`src/rtl/alu_rs.sv`:
```
// ALU reservation station: buffers dispatched ALU micro-ops until their consumed
// operands are present, snoops the CDB for wakeup, and issues the lowest ready entry.

`ifndef ALU_OP_WIDTH
`define ALU_OP_WIDTH 4
`endif
`ifndef ALU_SRC1_SEL
`define ALU_SRC1_SEL 2
`endif
`ifndef ALU_SRC2_SEL
`define ALU_SRC2_SEL 2
`endif
`ifndef RV32_PC_WIDTH
`define RV32_PC_WIDTH 32
`endif
`ifndef ALU_SRC1_RS1
`define ALU_SRC1_RS1 2'd0
`endif
`ifndef ALU_SRC2_RS2
`define ALU_SRC2_RS2 2'd0
`endif

// state    | meaning
// ST_FREE  | slot empty, may accept a dispatch
// ST_WAIT  | holds a micro-op with at least one needed operand outstanding
// ST_READY | every needed operand captured, eligible for issue
module alu_rs #(
  parameter int ENTRIES   = 4,
  parameter int TAG_WIDTH = 6
) (
  input  logic                          i_clk,
  input  logic                          i_rst_n,
  input  logic                          i_flush,
  input  logic                          i_dp_valid,
  output logic                          o_dp_ready,
  input  logic [`ALU_OP_WIDTH-1:0]      i_dp_op,
  input  logic [`ALU_SRC1_SEL-1:0]      i_dp_src1_sel,
  input  logic [`ALU_SRC2_SEL-1:0]      i_dp_src2_sel,
  input  logic [`RV32_PC_WIDTH-1:0]     i_dp_pc,
  input  logic [31:0]                   i_dp_imm,
  input  logic                          i_dp_rs1_rdy,
  input  logic                          i_dp_rs2_rdy,
  input  logic [31:0]                   i_dp_rs1_data,
  input  logic [31:0]                   i_dp_rs2_data,
  input  logic [TAG_WIDTH-1:0]          i_dp_rs1_tag,
  input  logic [TAG_WIDTH-1:0]          i_dp_rs2_tag,
  input  logic [TAG_WIDTH-1:0]          i_dp_rd_tag,
  input  logic                          i_cdb_valid,
  input  logic [TAG_WIDTH-1:0]          i_cdb_tag,
  input  logic [31:0]                   i_cdb_data,
  output logic                          o_is_valid,
  input  logic                          i_is_ready,
  output logic [`ALU_OP_WIDTH-1:0]      o_is_op,
  output logic [`ALU_SRC1_SEL-1:0]      o_is_src1_sel,
  output logic [`ALU_SRC2_SEL-1:0]      o_is_src2_sel,
  output logic [`RV32_PC_WIDTH-1:0]     o_is_pc,
  output logic [31:0]                   o_is_imm,
  output logic [31:0]                   o_is_rs1,
  output logic [31:0]                   o_is_rs2,
  output logic [TAG_WIDTH-1:0]          o_is_rd_tag
);

  localparam int IDXW = (ENTRIES > 1) ? $clog2(ENTRIES) : 1;

  typedef enum logic [1:0] {
    ST_FREE  = 2'd0,
    ST_WAIT  = 2'd1,
    ST_READY = 2'd2
  } ent_state_e;

  typedef struct packed {
    logic [`ALU_OP_WIDTH-1:0]  op;
    logic [`ALU_SRC1_SEL-1:0]  src1_sel;
    logic [`ALU_SRC2_SEL-1:0]  src2_sel;
    logic [`RV32_PC_WIDTH-1:0] pc;
    logic [31:0]               imm;
    logic                      rs1_rdy;
    logic [TAG_WIDTH-1:0]      rs1_tag;
    logic [31:0]               rs1_data;
    logic                      rs2_rdy;
    logic [TAG_WIDTH-1:0]      rs2_tag;
    logic [31:0]               rs2_data;
    logic [TAG_WIDTH-1:0]      rd_tag;
  } ent_t;

  ent_state_e st_q [ENTRIES];
  ent_state_e st_d [ENTRIES];
  ent_t       ent_q [ENTRIES];
  ent_t       ent_d [ENTRIES];

  logic            rst_meta_q;
  logic            rst_sync_n_q;
  logic            free_any;
  logic [IDXW-1:0] free_idx;
  logic            is_any;
  logic [IDXW-1:0] is_idx;
  logic            dp_need1;
  logic            dp_need2;
  logic            dp_byp1;
  logic            dp_byp2;
  ent_t            dp_ent;

  // Reset asserts immediately but releases on a clock edge.
  always_ff @(posedge i_clk or negedge i_rst_n) begin
    if (!i_rst_n) begin
      rst_meta_q   <= 1'b0;
      rst_sync_n_q <= 1'b0;
    end else begin
      rst_meta_q   <= 1'b1;
      rst_sync_n_q <= rst_meta_q;
    end
  end

  always_comb begin
    free_any = 1'b0;
    free_idx = '0;
    is_any   = 1'b0;
    is_idx   = '0;
    for (int i = ENTRIES - 1; i >= 0; i--) begin
      if (st_q[i] == ST_FREE) begin
        free_any = 1'b1;
        free_idx = IDXW'(i);
      end
      if (st_q[i] == ST_READY) begin
        is_any = 1'b1;
        is_idx = IDXW'(i);
      end
    end
  end

  // Dispatch entry with CDB bypass; an operand the selectors ignore is marked present.
  always_comb begin
    dp_need1 = (i_dp_src1_sel == `ALU_SRC1_RS1);
    dp_need2 = (i_dp_src2_sel == `ALU_SRC2_RS2);
    dp_byp1  = dp_need1 && !i_dp_rs1_rdy && i_cdb_valid && (i_dp_rs1_tag == i_cdb_tag);
    dp_byp2  = dp_need2 && !i_dp_rs2_rdy && i_cdb_valid && (i_dp_rs2_tag == i_cdb_tag);
    dp_ent          = '0;
    dp_ent.op       = i_dp_op;
    dp_ent.src1_sel = i_dp_src1_sel;
    dp_ent.src2_sel = i_dp_src2_sel;
    dp_ent.pc       = i_dp_pc;
    dp_ent.imm      = i_dp_imm;
    dp_ent.rs1_rdy  = !dp_need1 || i_dp_rs1_rdy || dp_byp1;
    dp_ent.rs1_tag  = i_dp_rs1_tag;
    dp_ent.rs1_data = dp_byp1 ? i_cdb_data : i_dp_rs1_data;
    dp_ent.rs2_rdy  = !dp_need2 || i_dp_rs2_rdy || dp_byp2;
    dp_ent.rs2_tag  = i_dp_rs2_tag;
    dp_ent.rs2_data = dp_byp2 ? i_cdb_data : i_dp_rs2_data;
    dp_ent.rd_tag   = i_dp_rd_tag;
  end

  always_comb begin
    for (int i = 0; i < ENTRIES; i++) begin
      st_d[i]  = st_q[i];
      ent_d[i] = ent_q[i];
    end

    for (int i = 0; i < ENTRIES; i++) begin
      if (st_q[i] == ST_WAIT) begin
        if (!ent_q[i].rs1_rdy && i_cdb_valid && (ent_q[i].rs1_tag == i_cdb_tag)) begin
          ent_d[i].rs1_rdy  = 1'b1;
          ent_d[i].rs1_data = i_cdb_data;
        end
        if (!ent_q[i].rs2_rdy && i_cdb_valid && (ent_q[i].rs2_tag == i_cdb_tag)) begin
          ent_d[i].rs2_rdy  = 1'b1;
          ent_d[i].rs2_data = i_cdb_data;
        end
        if (ent_d[i].rs1_rdy && ent_d[i].rs2_rdy) begin
          st_d[i] = ST_READY;
        end
      end
    end

    if (is_any && i_is_ready) begin
      st_d[is_idx] = ST_FREE;
    end

    // free_idx comes from registered state, so a slot freed by issue above is never reused here.
    if (i_dp_valid && free_any) begin
      ent_d[free_idx] = dp_ent;
      st_d[free_idx]  = (dp_ent.rs1_rdy && dp_ent.rs2_rdy) ? ST_READY : ST_WAIT;
    end

    if (i_flush) begin
      for (int i = 0; i < ENTRIES; i++) begin
        st_d[i] = ST_FREE;
      end
    end
  end

  always_ff @(posedge i_clk or negedge rst_sync_n_q) begin
    if (!rst_sync_n_q) begin
      for (int i = 0; i < ENTRIES; i++) begin
        st_q[i]  <= ST_FREE;
        ent_q[i] <= '0;
      end
    end else begin
      for (int i = 0; i < ENTRIES; i++) begin
        st_q[i]  <= st_d[i];
        ent_q[i] <= ent_d[i];
      end
    end
  end

  always_comb begin
    o_dp_ready    = free_any;
    o_is_valid    = is_any;
    o_is_op       = '0;
    o_is_src1_sel = '0;
    o_is_src2_sel = '0;
    o_is_pc       = '0;
    o_is_imm      = '0;
    o_is_rs1      = '0;
    o_is_rs2      = '0;
    o_is_rd_tag   = '0;
    if (is_any) begin
      o_is_op       = ent_q[is_idx].op;
      o_is_src1_sel = ent_q[is_idx].src1_sel;
      o_is_src2_sel = ent_q[is_idx].src2_sel;
      o_is_pc       = ent_q[is_idx].pc;
      o_is_imm      = ent_q[is_idx].imm;
      o_is_rs1      = ent_q[is_idx].rs1_data;
      o_is_rs2      = ent_q[is_idx].rs2_data;
      o_is_rd_tag   = ent_q[is_idx].rd_tag;
    end
  end

endmodule
```
`config.mk`:
```
export PLATFORM = sky130hd
export DESIGN_NAME = alu_rs
export DESIGN_NICKNAME = d
export VERILOG_FILES = /design/src/rtl/alu_rs.sv
export SDC_FILE = /design/constraint.sdc
export NUM_CORES = 2
export LEC_CHECK = 0
export CORE_ASPECT_RATIO = 1.4
export CORE_UTILIZATION = 53
export CTS_BUF_LIST = sky130_fd_sc_hd__clkbuf_8
export DETAILED_ROUTE_END_ITERATION = 6
export HOLD_SLACK_MARGIN = 0.15
export PLACE_DENSITY = 0.91
export SETUP_SLACK_MARGIN = 0.05
export SYNTH_ARGS = -nofsm -noshare
export SYNTH_HDL_FRONTEND = slang
export SYNTH_SLANG_ARGS = --single-unit
```
`constraint.sdc`:
```
create_clock -name i_clk -period 19.15 [get_ports i_clk]
set_input_delay 3.83 -clock i_clk [delete_from_list [all_inputs] [get_ports i_clk]]
set_output_delay 3.83 -clock i_clk [all_outputs]
set_load 0.01 [all_outputs]
```
==> impl_metrics.env <==
export IMPL_post_cts_buffers=0
export IMPL_dieWidth_um=209
export IMPL_total_power_mw=4.19
export IMPL_avgSynthCellArea_um2=8.84
export IMPL_grt_pass1_wl_mm=174
export IMPL_synth_xor_area_share=0.0168
export IMPL_die_h_um=292
export IMPL_num_io_pins=344
export IMPL_yosys_area_top_type="dfrtp_1"
export IMPL_finalWorstSetupSlack_ps=9850
export IMPL_num_vias=30400
export IMPL_cts_tree="yes"
export IMPL_clock_sinks=634
export IMPL_reg2reg_slack_ps=15140
export IMPL_path_max_fanout=65
export IMPL_num_rows=105
export IMPL_synth_top_family_by_area="compound AO/OA/AOI/OAI gates"
export IMPL_ys_flop_type="dfrtp_1"
export IMPL_cts_resized=0
export IMPL_synth_area_mux_share=0.000630
export IMPL_antenna_left=0
export IMPL_critical_path_arrival_ps=5470
export IMPL_end_kind="primary output"
export IMPL_path_clk_slew_ps=70
export IMPL_cts_buffers=99
export IMPL_fin_crit_sh=0.486
export IMPL_synth_edf_count=0
export IMPL_cellPowerDensity_nw_per_um2=111
export IMPL_dp_hpwl_mm=62.6
export IMPL_antenna_found_initial=37
export IMPL_worst_slew_pin_transition_ps=1340
export IMPL_fin_crit_ps=9300
export IMPL_wirelength_mm=111
export IMPL_crit_type="flop to primary output"
export IMPL_syn_inst=3594
export IMPL_synth_nets=3794
export IMPL_hold_class="flop to flop"
export IMPL_p_leak_nw=17.3
export IMPL_yosys_register_bits=634
export IMPL_synth_adder_area_share=0
export IMPL_drtPass1Iterations=6
export IMPL_slew_viol_final=0
export IMPL_r2r_end="ent_q[11]"
export IMPL_wl_per_cell_um=24.1
export IMPL_whs_ps=356
export IMPL_start_kind="flop"
export IMPL_cts_root_buf="clkbuf_8"
export IMPL_grt_pass1_vias=31000
export IMPL_synth_area_leaders="dfrtp_1 (50%), nand2_1 (13%), o221a_2 (5.6%)"
export IMPL_grt_use_total=0.362
export IMPL_gp_congestion=0.867
export IMPL_critical_path_required_ps=15320
export IMPL_maxCapViolations=0
export IMPL_core_area_um2=59000
export IMPL_fmax_ghz=0.107
export IMPL_yosys_area_share_simple=0.199
export IMPL_finish_utilization=0.638
export IMPL_final_hold_viol_count=0
export IMPL_relSlewSlack=0.104
export IMPL_drc_errors=0
export IMPL_setup_viol=0
export IMPL_place_ws_ps=10800
export IMPL_synth_cell_types=58
export IMPL_grt_overflow=0
export IMPL_finalClockSkew_ps=55.8
export IMPL_avgViaCountPerCell=6.61
export IMPL_hold_path_depth=0
export IMPL_numPortBuffers=343
export IMPL_synth_top_cell_area_share=0.499
export IMPL_nets=3943
export IMPL_syn_to_final_growth_pct=18.4
export IMPL_cts_htree_levels=3
export IMPL_status="finished clean"
export IMPL_hold_buffers=0
export IMPL_hp_start="rst_meta_q"
export IMPL_rsz0062_at_grt="no"
export IMPL_clock_latency_ps=740
export IMPL_tns_ps=0
export IMPL_holdPathEnd="rst_sync_n_q"
export IMPL_grt_max_degree=172
export IMPL_ys_warn_count=0
export IMPL_reg2reg_depth=6
export IMPL_synth_compound_area_frac=0.228
export IMPL_die_area_um2=60900
export IMPL_synthArstFlopShare=1.00
export IMPL_ys_seq_area_frac=0.499
export IMPL_start_util=0.539
export IMPL_netlist_area_um2=31800
export IMPL_cts_buffer_depth=3
export IMPL_drive_gt1_frac=0.104
export IMPL_peakVddDrop_uv=82.7
export IMPL_drt_iter0_markers=3951
export IMPL_worstReg2RegStart="st_q[7]"
## final cells by class
cell class	instances	area, um2
Inverter	90	338
Tap cell	749	937
Fill cell	4592	21400
Multi-Input combinational cell	2520	14300
Clock buffer	133	1830
Timing Repair Buffer	398	3870
Sequential cell	634	15900
Clock inverter	51	365
Antenna cell	28	70.1
## worst max-delay path: stages, from the launching register on
cell,delay (ps)
dfrtp_1,530
nand2b_4,740
nand2_1,470
nor3_4,880
buf_4,820
a22oi_1,210
a21oi_1,410
clkdlybuf4s50_1,630
## worst max-delay path by stage
stage / startpoint / end / cells after the start
CTS: st_q[6] / o_is_rs2[27] / 7
global route: st_q[6] / o_is_src1_sel[0] / 7
finish: st_q[6] / o_is_src1_sel[0] / 7
floorplan: rst_sync_n_q / ent_q[0] / 0
global placement: st_q[6] / o_is_pc[31] / 7
detailed placement: st_q[6] / o_is_rs2[27] / 7
## cell usage in the layout, fill, tap and decap left out, types with 5 or more instances in the layout
master and n:
inv_1 125, or3_1 169, diode_2 28, a2bb2oi_1 5
buf_4 53, nand2b_1 16, o21ai_0 150, xor2_1 20
a32oi_1 27, o22a_1 32, o32ai_1 33, o211a_1 5
clkinv_2 5, dfrtp_1 633, a21oi_1 181, nor3_1 8
nand3_1 149, o21a_1 60, nor2_1 13, nand4_1 6
nand2_1 1091, o221a_2 157, xnor2_1 41, a21o_1 143
clkdlybuf4s50_1 343, clkbuf_8 133, a22oi_1 143, a21oi_4 5
## through the flow
step | cells | area [um2]
after floorplan | 3594 | 31800
after global placement | 4391 | 35300
after detailed placement | 4391 | 35300
after CTS | 4575 | 37500
after global routing | 4594 | 37600
final | 4603 | 37600
## cell usage after synthesis, types with 18 or more instances
cell	count
a22oi_1	144
xnor2_1	41
a21o_1	143
buf_1	46
inv_1	90
dfrtp_1	634
a21oi_1	184
clkbuf_1	212
o32ai_1	33
xor2_1	20
o22a_1	32
nand2b_1	18
buf_2	86
o21a_1	61
a32oi_1	27
nand2_1	1093
o21ai_0	150
nand3_1	149
or3_1	169
o221a_2	157
## routing by layer
| metal | track usage | share of wire | up-vias |
|---|---|---|---|
| met2 | 0.565 | 0.46 | 2404 |
| met4 | 0.258 | 0.066 | 22 |
| met3 | 0.0986 | 0.12 | 556 |
| met5 | 0 | 0.0014 | - |
| li1 | - | - | 12800 |
| met1 | 0.432 | 0.35 | 14600 |
## power breakdown
| part | switching, mW | total, mW | internal, mW |
|---|---|---|---|
| sequential | 0.217 | 1.91 | 1.70 |
| combinational | 0.539 | 1.02 | 0.480 |
| clock | 0.576 | 1.25 | 0.678 |
## state kept, by name, summed over array words and instances, names as in the netlist
signal,cells
st_q,8
rst_sync_n_q,1
ent_q,624
rst_meta_q,1
## kinds of logic (layout without fill, tap and decap cells)
logic type      Yosys count  in the layout
xor+xnor                 61             61
other cells               1             29
buf+inv                 440            672
flops                   634            634
mux                       2              2
compound gates          974            974
simple gates           1482           1482
Note: power is estimated with default switching activity, not from simulation.
